$ cat config.mk
export PLATFORM = sky130hd
export DESIGN_NAME = piso_shift_tx
export DESIGN_NICKNAME = d
export VERILOG_FILES = /design/src/rtl/piso_shift_tx.sv
export SDC_FILE = /design/constraint.sdc
export NUM_CORES = 1
export LEC_CHECK = 0
export ABC_CLOCK_PERIOD_IN_PS = 1540
export BUFFER_PORTS_ARGS = -buffer_cell sky130_fd_sc_hd__buf_2
export CAP_MARGIN = 20
export CORE_MARGIN = 3
export CORE_UTILIZATION = 44
export DETAILED_ROUTE_END_ITERATION = 10
export PLACE_DENSITY_LB_ADDON = 0.05
export SLEW_MARGIN = 20
export SYNTH_ARGS = -nofsm -noshare
export SYNTH_HDL_FRONTEND = slang
export SYNTH_SLANG_ARGS = --single-unit
$ cat constraint.sdc
create_clock -name clk -period 1.54 [get_ports clk]
set_input_delay 0.077 -clock clk [delete_from_list [all_inputs] [get_ports clk]]
set_output_delay 0.077 -clock clk [all_outputs]
set_load 0.005 [all_outputs]
$ cat src/rtl/piso_shift_tx.sv
// Parallel-in, serial-out transmitter: loads an N-bit word over valid/ready and shifts
// it out one bit per shift_en tick, with registered frame and done markers.
module piso_shift_tx #(
  parameter int unsigned N         = 8,
  parameter bit          MSB_FIRST = 1'b0
) (
  input  logic         clk,
  input  logic         reset_n,
  input  logic [N-1:0] din,
  input  logic         din_valid,
  output logic         din_ready,
  input  logic         shift_en,
  output logic         s_out,
  output logic         s_frame,
  output logic         done_tick
);

  localparam int unsigned CW       = (N > 1) ? $clog2(N) : 1;
  localparam logic [CW-1:0] LastCnt = CW'(N - 1);

  typedef enum logic [0:0] {StIdle, StShift} state_e;

  state_e         r_state, w_state_next;
  logic [N-1:0]   r_sreg, w_sreg_next;
  logic [CW-1:0]  r_cnt, w_cnt_next;
  logic           r_done, w_done_next;

  logic           w_last;
  logic           w_xfer;
  logic [N-1:0]   w_shifted;

  assign w_last    = (r_state == StShift) && (r_cnt == LastCnt);
  // Ready only depends on state and shift_en, never on din_valid.
  assign din_ready = (r_state == StIdle) || (w_last && shift_en);
  assign w_xfer    = din_valid && din_ready;

  // Shift toward the output end with zero fill.
  assign w_shifted = MSB_FIRST ? {r_sreg[N-2:0], 1'b0} : {1'b0, r_sreg[N-1:1]};

  always_comb begin
    w_state_next = r_state;
    w_sreg_next  = r_sreg;
    w_cnt_next   = r_cnt;
    w_done_next  = 1'b0;
    unique case (r_state)
      StIdle: begin
        if (w_xfer) begin
          w_sreg_next  = din;
          w_cnt_next   = '0;
          w_state_next = StShift;
        end
      end
      StShift: begin
        if (shift_en) begin
          if (w_last) begin
            w_done_next = 1'b1;
            if (w_xfer) begin
              w_sreg_next = din;
              w_cnt_next  = '0;
            end else begin
              // Clearing the register returns s_out to 0 between words.
              w_sreg_next  = '0;
              w_cnt_next   = '0;
              w_state_next = StIdle;
            end
          end else begin
            w_sreg_next = w_shifted;
            w_cnt_next  = r_cnt + CW'(1);
          end
        end
      end
      default: begin
        w_state_next = StIdle;
        w_sreg_next  = '0;
        w_cnt_next   = '0;
      end
    endcase
  end

  always_ff @(posedge clk or negedge reset_n) begin
    if (!reset_n) begin
      r_state <= StIdle;
      r_sreg  <= '0;
      r_cnt   <= '0;
      r_done  <= 1'b0;
    end else begin
      r_state <= w_state_next;
      r_sreg  <= w_sreg_next;
      r_cnt   <= w_cnt_next;
      r_done  <= w_done_next;
    end
  end

  assign s_out     = MSB_FIRST ? r_sreg[N-1] : r_sreg[0];
  assign s_frame   = (r_state == StShift);
  assign done_tick = r_done;

endmodule

## Word level (Yosys, flattened, before mapping)

Cells that the tools add are included.

| storage, ports and cells | value |
|---|---|
| input port bits | 12 |
| word-level logic and storage cells | 30 |
| bits in registers | 13 |

| operators by class | value |
|---|---|
| multiplexer cells | 16 |
| add/sub/neg operators | 1 |
| bitwise operators | 1 |
| reduce and logical (&&, ||, !) cells | 5 |
| eq/ne operators | 3 |

Operator list:

| cell | number |
|---|---|
| 8-bit 2-to-1 mux | 4 |
| 8-bit case mux with 2 select lines | 1 |
| 3-bit 2-to-1 mux | 3 |
| 1-bit 2-to-1 mux | 6 |
| 3-bit case mux with 2 select lines | 1 |
| 2-bit inequality test (second input constant) | 2 |
| 3-bit by 1-bit adder with 3-bit output (second input constant) | 1 |
| 3-bit == test (second input constant) | 1 |
| 1-bit logical AND | 3 |
| 1-bit case mux with 2 select lines | 1 |
| 2-bit AND reduction | 1 |
| 1-bit logical OR | 1 |
| 1-bit inverter | 1 |

## Depth between registers and ports, before layout

| logic depth | value |
|---|---|
| depth in word-level cells | 9 |
| depth in mapped cells | 6 |
| mapped depth without buffers | 5 |

## Worst setup path after synthesis

Ideal clock, no wire load.

| timing path | value |
|---|---|
| kind | flip-flop to flip-flop |
| from | reg r_cnt[0] |
| to | reg r_sreg[0] |
| setup slack | -29 ps |
| buffers on the path | 1 |
| arrival time | 1443 ps |
| period minus slack after synthesis | 1569 ps |
| stages on the path, launching flop included | 7 |
| cells stage by stage | dfrtp_1 > ha_1 > ha_1 > a21boi_2 > nor2b_1 > buf_6 > a221o_1 |

| on the way | value |
|---|---|
| word-level cells in the longest chain between the ends | 9 |
| elaborated cells between the ends (all ways) | 11 |
| those cells by class | eq/ne (2); mux (4); reduce/logical (5) |

Ends and longest elaborated chain:

| what | line | text |
|---|---|---|
| start: declaration | 25 | `logic [CW-1:0] r_cnt, w_cnt_next;` |
| start signal: assignment | 89 | `r_cnt <= w_cnt_next;` |
| 3-bit == test (*) | 32 | `assign w_last = (r_state == StShift) && (r_cnt == LastCnt);` |
| 1-bit logical AND (*) | 32 |  |
| 1-bit logical AND | 34 | `assign din_ready = (r_state == StIdle) \|\| (w_last && shift_en);` |
| 1-bit logical OR | 34 |  |
| 1-bit logical AND | 35 | `assign w_xfer = din_valid && din_ready;` |
| 8-bit 2-to-1 mux | 57 | `if (w_xfer) begin` |
| 8-bit 2-to-1 mux | 55 | `if (w_last) begin` |
| 8-bit 2-to-1 mux | 54 | `if (shift_en) begin` |
| 8-bit case mux with 2 select lines | 45 | `unique case (r_state)` |
| end signal: assignment | 88 | `r_sreg <= w_sreg_next;` |
| end: declaration | 24 | `logic [N-1:0] r_sreg, w_sreg_next;` |

Mark *: on every way between the ends. The rest lies on a longest branch, timed or not. The select of a mux whose other input is x is not followed.
A chain may end at the register's enable or synchronous reset.

## Worst setup path after layout

| timing path | value |
|---|---|
| from | reg r_cnt[1] |
| to | out din_ready |

| on the way | value |
|---|---|
| word-level cells in the longest chain between the ends | 4 |

Ends and longest elaborated chain:

| what | line | text |
|---|---|---|
| 3-bit == test | 32 |  |
| 1-bit logical AND | 32 |  |
| 1-bit logical AND | 34 |  |
| 1-bit logical OR | 34 |  |
| end: declaration | 11 | `output logic din_ready,` |

Every way passes these cells.

==> out/summary.txt <==
N_diodes = 0
Share of the yosys chip area belonging to registers = 51.5%
Gate count of the mapped netlist = 50
Worst max-slew margin expressed relative to the limit = 67.3%
Count of cells along the worst hold path = 2
IO Port Bufs = 15
PnR Total Power = 1.19 mW
Drt drc = 0
Vias = 494
Lkg Pwr = 0.434 nW
Initial DRC Count = 5
Status = finished clean
Share of cells above drive strength 1 = 45.2%
P&R area growth vs syn = 27.5%
Number of clock buffers inserted by TritonCTS = 3
Effective utilization at floorplan = 48.0%
Critical Path Fanout Max = 3
Core Region = 0.00132 mm²
Max-cap violations = 0
Distinct cell type count of the synthesized netlist = 16
Tightest hold margin = 21.7 ps
Number of clock sinks = 13
Synthesized netlist net count = 64
Number of global-route vias before repair = 526
Clock-pin transition on the worst setup and hold timing paths = 80 ps
Worst ir drop on vdd = 817 µV
DIE AREA = 0.00193 mm²
Req. time, crit path = 1460 ps
Final critical-path required period = 1530 ps
Global-route wire length before repair = 2220 µm
Source-to-sink clock delay at the later pin of the worst-skew pair = 280 ps
Remaining global-route overflow = 0
H-tree depth reported by CTS = 1
Number of slew-limit violations in the final report = 0
Maximum clock path buffer count = 2
Fin Clk Skew = 4.88 ps
Number of hold-slack violations in the final timing report = 0
RSZ-0062 raised after global routing = yes
Start-to-end type of the worst setup path = register to output port
Total negative setup slack = 0 ps
Slew at the pin closest to its max-slew limit = 481 ps
Routed Wire Length = 1340 µm
All-layer global routing usage = 15.6%
Final net count = 88
Largest net degree at the start of global routing = 14
Maximum achievable frequency = 652 MHz
Post-route clock period utilization = 99.6%
R2R depth = 5
Io pins = 16
Antenna violations before repair = 0
Routed length per placed instance = 15.3 µm
TritonCTS clock tree = done
Yosys warning total = 0
DRT Pass-1 Iters = 4
Final weighted congestion of routability-driven global placement = 0.700
CTS root buf = clkbuf_4
Via density = 5.61
Startpoint class of the critical path = register
Mean area per synthesized cell = 12.6 µm²
Detail Placement HPWL = 879 µm
WP data arrival = 1460 ps
Category of the worst setup path capture point = output port
Cell area after technology mapping = 632 µm²
Height of the die = 43.9 µm
Synth Register Bits = 13
Die width = 43.9 µm
Antenna Violating Nets Remaining = 0
Power Dens Cells = 1470 mW/mm²
Cell Rows = 13
Final setup violation count = 0
Worst min-delay path category = primary input to register
## logic make-up (layout without fill, tap and decap cells)
| kind of cell | Yosys count | in the layout | synth area share, % |
|---|---|---|---|
| muxes | 4 | 4 | 7.33 |
| adders and majority gates | 2 | 2 | 3.96 |
| and+or+nand+nor | 13 | 13 | 12.5 |
| buffers and inverters | 5 | 28 | 5.35 |
| DFF | 13 | 13 | 51.5 |
| AOI/OAI and AO/OA | 13 | 13 | 19.4 |
## registers in the layout, summed over array words and instances (netlist names)
register   count
done_tick      1
s_frame        1
r_cnt          3
r_sreg         8
## cell usage in the layout, fill, tap and decap left out
master and n:
clkbuf_4 3, ha_2 1, a21boi_2 1, and3_1 8, mux2i_1 1, clkinv_2 1, mux2_4 1, a221o_1 7
nor2_1 1, buf_6 1, inv_2 1, nand2b_1 1, buf_2 14, buf_4 5, a22o_1 4, o22ai_1 1
nor2b_2 1, inv_1 2, ha_4 1, dfrtp_1 13, dlygate4sd3_1 1, or2_2 1, mux2_2 1, nor2b_1 1
mux2i_2 1
## synthesized netlist by cell type
cell type / n / area, µm²
a22o_1: 4 / 35.0
and3_1: 8 / 50.1
mux2_4: 1 / 15.0
nand2b_1: 1 / 6.26
nor2_1: 1 / 3.75
mux2_2: 1 / 11.3
or2_2: 1 / 6.26
ha_1: 2 / 25.0
inv_1: 3 / 11.3
dfrtp_1: 13 / 325
nor2b_1: 2 / 12.5
a21boi_2: 1 / 11.3
o22ai_1: 1 / 6.26
a221o_1: 7 / 70.1
mux2i_1: 2 / 20.0
buf_6: 2 / 22.5
## where the power goes
part | leakage, nW | internal [mW] | switching (mW)
sequential | 0.168 | 0.454 | 0.0781
combinational | 0.248 | 0.274 | 0.170
clock | 0.0177 | 0.0963 | 0.117
total | 0.434 | 0.823 | 0.365
## cell type report
cell class | count | area (µm²)
flip-flops and latches | 13 | 325
clock inverters | 1 | 5.00
repair buffers | 21 | 129
fillers | 121 | 512
multi-input cells | 32 | 294
inverters | 3 | 11.3
clock buffers | 3 | 22.5
well taps | 15 | 18.8
## final timing paths
check	slack, ps	from	end
min reg2reg	500	r_sreg[7]	r_sreg[7]
min	20	din[7]	r_sreg[7]
max in group asynchronous	1110	reset_n	r_sreg[6]
max	7	r_cnt[1]	din_ready
max reg2reg	40	r_cnt[1]	r_sreg[5]
min in group asynchronous	210	reset_n	r_cnt[2]
## worst max-delay path, stage by stage (launching register included)
cell and delay, ps:
dfrtp_1 400, ha_2 200, ha_4 160, a21boi_2 150, buf_4 130, inv_2 30, buf_6 100
## metrics by stage
stage	cell area (µm²)	utilization, %	setup slack, ps	instances
final	806	61.2	6.91	88
after global routing	806	61.2	-60.3	88
after CTS	788	59.8	-4.22	87
after detailed placement	723	54.9	-67.2	80
after global placement	723	54.9	8.06	80
after floorplan	637	-	7.92	50
## routing by layer
layer,up-vias,track usage (%),part of all wire (%)
li1,238,-,-
met1,235,19.3,43
met2,19,23.5,47
met3,2,8.71,9.0
met4,0,4.22,1.2
met5,-,0,0
## timing repair
item,in CTS,in global routing
setup buffers,2,1
hold buffers,1,0
setup endpoints to repair,9,9
pin swaps,2,0
gates resized for setup,3,2
endpoints found under the hold margin,13,0
(Power assumes the default switching activity.)
